## src/rtl/xor_cipher_pkg.sv

```systemverilog
// rtl/xor_cipher_pkg.sv - shared types, constants and keystream helpers for the XOR stream cipher controller
// Contents: state_e FSM encoding, LFSR_TAPS, ZERO_KEY_SEED, ks_seed() and ks_next().
// Optional feature macro: XOR_KEY_ROTATE_EN (rotating LFSR keystream instead of a fixed key byte).
package xor_cipher_pkg;

    typedef enum logic [1:0] {
        IDLE  = 2'd0,
        RUN   = 2'd1,
        FLUSH = 2'd2
    } state_e;

    localparam logic [7:0] LFSR_TAPS     = 8'hB8;
    localparam logic [7:0] ZERO_KEY_SEED = 8'h01;

    // Initial keystream byte for a message. With rotation enabled a zero key
    // would lock the LFSR at zero, so it is replaced by a non-zero seed.
    function automatic logic [7:0] ks_seed(input logic [7:0] key);
`ifdef XOR_KEY_ROTATE_EN
        return (key == 8'h00) ? ZERO_KEY_SEED : key;
`else
        return key;
`endif
    endfunction

`ifdef XOR_KEY_ROTATE_EN
    // One step of the right-shifting Galois LFSR.
    function automatic logic [7:0] ks_next(input logic [7:0] ks);
        return {1'b0, ks[7:1]} ^ (ks[0] ? LFSR_TAPS : 8'h00);
    endfunction
`endif

endpackage

```

## src/rtl/bitwise_xor.sv

```systemverilog
// rtl/bitwise_xor.sv - W-bit combinational XOR datapath
// Ports: a, b - operands; y - a ^ b.
module bitwise_xor #(
    parameter int W = 8
) (
    input  logic [W-1:0] a,
    input  logic [W-1:0] b,
    output logic [W-1:0] y
);

    assign y = a ^ b;

endmodule

```

## src/rtl/xor_stream_cipher_ctrl.sv

```systemverilog
// rtl/xor_stream_cipher_ctrl.sv - sequences bitwise_xor over a byte stream of programmed length
// Ports:
//   clk, rst                  - clock, synchronous active-high reset
//   key_load, key_in          - key register write (IDLE only, wins over start)
//   start, len                - begin a message of len bytes (IDLE only, len != 0)
//   busy, done                - busy in RUN/FLUSH; done pulses once the last byte is consumed
//   in_valid, in_data, in_ready     - input byte stream handshake
//   out_valid, out_data, out_ready  - output byte stream handshake
// Optional feature macro: XOR_KEY_ROTATE_EN (keystream advances by LFSR per accepted byte).
module xor_stream_cipher_ctrl
    import xor_cipher_pkg::*;
#(
    parameter int         LEN_W   = 8,
    parameter logic [7:0] RST_KEY = 8'h00
) (
    input  logic             clk,
    input  logic             rst,
    input  logic             key_load,
    input  logic [7:0]       key_in,
    input  logic             start,
    input  logic [LEN_W-1:0] len,
    output logic             busy,
    output logic             done,
    input  logic             in_valid,
    input  logic [7:0]       in_data,
    output logic             in_ready,
    output logic             out_valid,
    output logic [7:0]       out_data,
    input  logic             out_ready
);

    localparam logic [LEN_W-1:0] CNT_ZERO = '0;
    localparam logic [LEN_W-1:0] CNT_ONE  = {{(LEN_W-1){1'b0}}, 1'b1};

    state_e           state_q,     state_d;
    logic [7:0]       key_q,       key_d;
    logic [7:0]       ks_q,        ks_d;
    logic [LEN_W-1:0] count_q,     count_d;
    logic             out_valid_q, out_valid_d;
    logic [7:0]       out_data_q,  out_data_d;
    logic             done_q,      done_d;

    logic [7:0]       xor_y;
    logic             accept;

    bitwise_xor #(.W(8)) u_xor (
        .a (in_data),
        .b (ks_q),
        .y (xor_y)
    );

    // State register
    always_ff @(posedge clk) begin
        if (rst) begin
            state_q     <= IDLE;
            key_q       <= RST_KEY;
            ks_q        <= 8'h00;
            count_q     <= CNT_ZERO;
            out_valid_q <= 1'b0;
            out_data_q  <= 8'h00;
            done_q      <= 1'b0;
        end else begin
            state_q     <= state_d;
            key_q       <= key_d;
            ks_q        <= ks_d;
            count_q     <= count_d;
            out_valid_q <= out_valid_d;
            out_data_q  <= out_data_d;
            done_q      <= done_d;
        end
    end

    // Next-state logic
    always_comb begin
        state_d     = state_q;
        key_d       = key_q;
        ks_d        = ks_q;
        count_d     = count_q;
        out_valid_d = out_valid_q;
        out_data_d  = out_data_q;
        done_d      = 1'b0;

        case (state_q)
            IDLE: begin
                // key_load has priority so a message never starts with a
                // key that is changing in the same cycle.
                if (key_load) begin
                    key_d = key_in;
                end else if (start && (len != CNT_ZERO)) begin
                    count_d = len;
                    ks_d    = ks_seed(key_q);
                    state_d = RUN;
                end
            end

            RUN: begin
                // Drain first; a same-cycle accept overrides and keeps out_valid high.
                if (out_valid_q && out_ready) begin
                    out_valid_d = 1'b0;
                end
                if (accept) begin
                    out_data_d  = xor_y;
                    out_valid_d = 1'b1;
`ifdef XOR_KEY_ROTATE_EN
                    ks_d        = ks_next(ks_q);
`endif
                    // The last byte parks the counter at 1 rather than 0.
                    if (count_q == CNT_ONE) begin
                        state_d = FLUSH;
                    end else begin
                        count_d = count_q - CNT_ONE;
                    end
                end
            end

            FLUSH: begin
                if (out_valid_q && out_ready) begin
                    out_valid_d = 1'b0;
                    done_d      = 1'b1;
                    state_d     = IDLE;
                end
            end

            default: begin
                state_d = IDLE;
            end
        endcase
    end

    // Outputs
    always_comb begin
        busy      = (state_q != IDLE);
        in_ready  = (state_q == RUN) && (!out_valid_q || out_ready);
        accept    = in_valid && in_ready;
        done      = done_q;
        out_valid = out_valid_q;
        out_data  = out_data_q;
    end

endmodule

```

## config.mk

```make
export PLATFORM = sky130hd
export DESIGN_NAME = xor_stream_cipher_ctrl
export DESIGN_NICKNAME = d
export VERILOG_FILES = /design/src/rtl/xor_cipher_pkg.sv /design/src/rtl/bitwise_xor.sv /design/src/rtl/xor_stream_cipher_ctrl.sv
export SDC_FILE = /design/constraint.sdc
export NUM_CORES = 1
export LEC_CHECK = 0
export ABC_AREA = 1
export CAP_MARGIN = 0
export CORE_AREA = 10 10 86 88
export DETAILED_ROUTE_END_ITERATION = 12
export DIE_AREA = 0 0 96 98
export HOLD_SLACK_MARGIN = 0.05
export PLACE_DENSITY = 0.62
export RECOVER_POWER = 50
export SETUP_SLACK_MARGIN = 0.5
export SLEW_MARGIN = 20
export SYNTH_ARGS = -nofsm -noshare
export SYNTH_HDL_FRONTEND = slang
export SYNTH_SLANG_ARGS = --single-unit
```

## constraint.sdc

```tcl
create_clock -name clk -period 1.6 [get_ports clk]
set_input_delay 0.16 -clock clk [delete_from_list [all_inputs] [get_ports clk]]
set_output_delay 0.16 -clock clk [all_outputs]
set_load 0.05 [all_outputs]
```

[Word level (Yosys, flattened, before mapping)]
Cells that the tools add are included.
Operators by class
  multiply operators: 0
  $lt $le $gt $ge: 0
  multiplexer cells: 15
  div/mod/pow operators: 0
  $add $sub $neg: 1
  reductions and logical operators: 17
  equal/unequal tests: 9
  shift operators: 0
  bitwise gates (word level): 3
Operators by type and width (count)
  8-bit 2-to-1 mux: 4
  8-bit case mux with 2 select lines: 1
  2-bit != test, second input constant: 6
  2-bit 2-to-1 mux: 5
  5-bit AND reduction: 2
  8-bit by 1-bit == test with 1-bit output, second input constant: 1
  8-bit nonzero test: 1
  8-bit by 1-bit subtractor with 8-bit output, second input constant: 1
  8-bit XOR: 1
  2-bit case mux with 3 select lines: 1
  2-bit nonzero test: 3
  1-bit logical AND: 4
  2-bit AND reduction: 2
  1-bit 2-to-1 mux: 3
  3-bit AND reduction: 1
  2-bit by 1-bit == test with 1-bit output, second input constant: 1
  2-bit == test, second input constant: 1
  2-bit logical NOT: 1
  1-bit NOT: 2
  1-bit case mux with 2 select lines: 1
  2-bit OR reduction: 1
  1-bit logical NOT: 1
  1-bit logical OR: 1
Word-level totals
  flip-flop bits (word level): 36
  memories kept: 0
  output and inout port bits: 12
  ROM bits: 0
  RAM bits: 0
  logic and storage cells: 52
  latch bits: 0

[Longest topological paths before layout]
  word-level depth: 6
  depth in mapped cells: 11
  depth with buffers taken out: 10

[Hierarchy]
A second synthesis with hierarchy kept.
Unflattened totals
  cells, all modules: 298
  area total of the unflattened synthesis: 1941.9 sq um
By module, submodules not included
  xor_stream_cipher_ctrl: times used 1, cells each 258, seq. area each 720.7 sq um, area an instance 1791.7 sq um
  bitwise_xor: times used 1, cells each 40, seq. area each 0.0 sq um, area an instance 150.1 sq um

[Worst setup path after synthesis]
No wires, ideal clock.
  path type: reg-to-output
  start: register state_q[1]
  end: output port in_ready
  stages on the path, launching flop included: 7
  setup slack: -0.380 ns
  arrival time: 1.820 ns
  required time: 1.440 ns
  cells stage by stage: dfxtp_1 inv_1 ha_1 buf_4 clkinv_1 clkbuf_1 a21oi_1
Between the ends
  cells in the longest elaborated chain, start to end: 2
Ends and longest elaborated chain
  from (decl): line xor_stream_cipher_ctrl.sv:35  | state_e state_q, state_d;
  from (signal assigned): line xor_stream_cipher_ctrl.sv:63  | state_q <= state_d;
  2-bit by 1-bit == test with 1-bit output: line xor_stream_cipher_ctrl.sv:133  | in_ready = (state_q == RUN) && (!out_valid_q || out_ready);
  1-bit logical AND: line xor_stream_cipher_ctrl.sv:133
  to (decl): line xor_stream_cipher_ctrl.sv:26  | output logic in_ready,
No other way between the ends.

[Worst setup path in the final report]
Ends and elaborated chain as after synthesis.

==> flow_summary.toml <==
[worst_setup_path]
slowest_delay_ps = 340
critPathMaxFanout = 5
cp_data_arrival_time_ps = 1360
cp_slowest_cell = "dfxtp_2"
start_kind = "flip-flop"
cp_cell_sequence = "inv_4 > ha_4 > clkinv_4 > buf_6 > a21oi_4 > buf_12"
cp-end-kind = "output port"
critical_path_class = "reg2out"
cp.required_ps = 1440

[timing]
period_needed_ps = 1520
rsz0062_at_grt = "true"
slew_headroom_pct = 58.5
tightest_slew_ps = 626
slew_viol_final = 0
max_freq_ghz = 0.660
setup_viol = 0
fin_skew_ps = 10.1
hold_violations = 0
period_share_pct = 94.8
setup_slack_ps = 83.8

[placement]
place_congestion = 0.784
dp.cells = 380
dp_slack_ps = -101
port_buffers = 41
dp_hpwl_um = 3620

[grt]
antenna_found_initial = 0
gr-usage-all-layers_pct = 11.2
overflow = 0
grt_pass1_wl_um = 8620
grt_max_degree = 20
grt_pass1_vias = 1918

[floorplan]
io_pins = 42
die_h_um = 98
start_util_pct = 33.4
fp-row-count = 28
core_sq_mm = 0.00575
dieArea_sq_mm = 0.00941
die_w_um = 96

[routing]
vias = 1848
wirelength_um = 5010
wl_per_cell_um = 12.3
dr.first_iter.drc_count = 60
drt-pass1-iter-count = 4
routed_via_density = 4.53
drc = 0
drtAntennaViolNets = 0

[clock_tree]
clk_path_buf_depth = 2
cts_root_buffer = "clkbuf_8"
h-tree-depth = 2
worstSkewPairLatency_ps = 290
path_clk_slew_ps = 80
cts_buffers = 5
hold_buffers = 0
clock-sinks = 36
tritoncts = "yes"

[synth]
synth_edf_count = 0
async_flop_share_pct = 0
synth.avg_cell_area_sq_um = 7.41
ys_ff_latch = 36
syn_inst = 259
synth_top_flop_cell = "dfxtp_1"
synth.largest_area_cell = "dfxtp_1"
synth.area.top_cells = "dfxtp_1, nand2_1, a21oi_1"
synth_top_area_share_pct = 37.5
seq_area_frac_synth_pct = 37.5
synthesis.nets = 296
netlist-cell-type-count = 29
yosys-top-cells-count = "nand2_1, dfxtp_1, nor2_1, a21oi_1, o21ai_0"
yosys_warnings = 0
mappedNetlistArea_sq_mm = 0.00192
post-synth-top-count-cell = "nand2_1"

[layout]
nNetsFinal = 369
syn_to_final_growth_pct = 50.1
n_antenna_cell = 0
drive_gt1_share_pct = 30.9
layout.cells.non_filler = 408

[run]
max_cap_viol_count = 0

[pwr]
power_density_mw_per_mm2 = 2020
power.leakage_nw = 1.23
finalPower_mw = 5.82
vdd_drop_max_v = 0.000936

[outcome]
status = "finished clean"

[hold_path]
hold_class = "in2reg"
final timing paths:
path | from | endpoint | slack (ps) | cells after the start
worst max-delay path | state_q[1] | in_ready | 80 | 6
worst min-delay path | len[7] | count_q[7] | 250 | 5
worst max register to register | state_q[1] | out_data[2] | 130 | 7
worst min register to register | key_q[5] | ks_q[5] | 450 | 2
layer usage:
metal	wire length, um	up-vias	global-route usage, %	part of all wire [%]
li1	-	978	-	-
met1	2180	826	13.3	44
met2	2420	38	18.5	48
met3	352	6	3.83	7.0
met4	53	0	3.06	1.1
met5	0	-	0	0
critical path, delay by kind of cell (launching register included):
| kind | cells | cell delay, ps |
|---|---|---|
| buffers and inverters | 4 | 400 |
| DFF | 1 | 340 |
| adders and majority gates | 1 | 190 |
| AOI/OAI and AO/OA | 1 | 130 |
final cells by class:
| class | count | area, sq um |
|---|---|---|
| multi-input cells | 191 | 1190 |
| clock buffers | 5 | 68.8 |
| fillers | 565 | 2860 |
| clock inverters | 3 | 18.8 |
| repair inverters | 1 | 5.00 |
| repair buffers | 74 | 671 |
| well taps | 75 | 93.8 |
| inverters | 23 | 105 |
| flip-flops and latches | 36 | 731 |
report_power, final:
| group | switching, mW | leakage [nW] | internal, mW |
|---|---|---|---|
| combinational | 2.13 | 0.888 | 1.69 |
| sequential | 0.201 | 0.297 | 1.16 |
| clock | 0.334 | 0.0479 | 0.303 |
| total | 2.66 | 1.23 | 3.16 |
kinds of logic after synthesis:
group / share of synthesized area (%)
AND/OR/NAND/NOR: 30.2
AO/OA/AOI/OAI: 15.1
flip-flops: 37.5
buffers and inverters: 8.02
XOR/XNOR: 4.56
adder cells (fa/ha/maj): 4.56
cells in the final DEF, fill, tap and decap left out, types with 9 or more instances in the layout:
| cell | synthesis | final |
|---|---|---|
| dfxtp_1 | 36 | 32 |
| nand2_2 | 4 | 9 |
| clkbuf_1 | 3 | 10 |
| inv_1 | 20 | 16 |
| buf_4 | 1 | 22 |
| nand2_1 | 59 | 51 |
| nor2_1 | 32 | 27 |
| nand3_1 | 10 | 10 |
| o21ai_0 | 21 | 9 |
| a21oi_1 | 26 | 19 |
| clkdlybuf4s50_1 | 0 | 21 |
metrics by stage:
stage / hold slack [ps] / instance area (sq um) / setup TNS, ps / utilization (%)
floorplan: 302 / 2000 / 0 / -
global placement: 448 / 2530 / -685 / 44.0
detailed placement: 452 / 2530 / -1100 / 44.0
CTS: 341 / 2810 / 0 / 48.9
global route: 280 / 2880 / 0 / 50.2
finish: 246 / 2880 / 0 / 50.2
sequential cells by signal, indices dropped and copies added, names as in the netlist:
signal,cells
ks_q,8
out_data,8
out_valid,1
key_q,8
state_q,2
done,1
count_q,8
what timing repair did:
| item | in CTS | in global routing |
|---|---|---|
| pin swaps | 9 | 19 |
| gates resized for setup | 45 | 34 |
| gates cloned | 1 | 0 |
| setup buffers | 13 | 6 |
| endpoints found under the setup margin | 38 | 38 |
(Power assumes the default switching activity.)
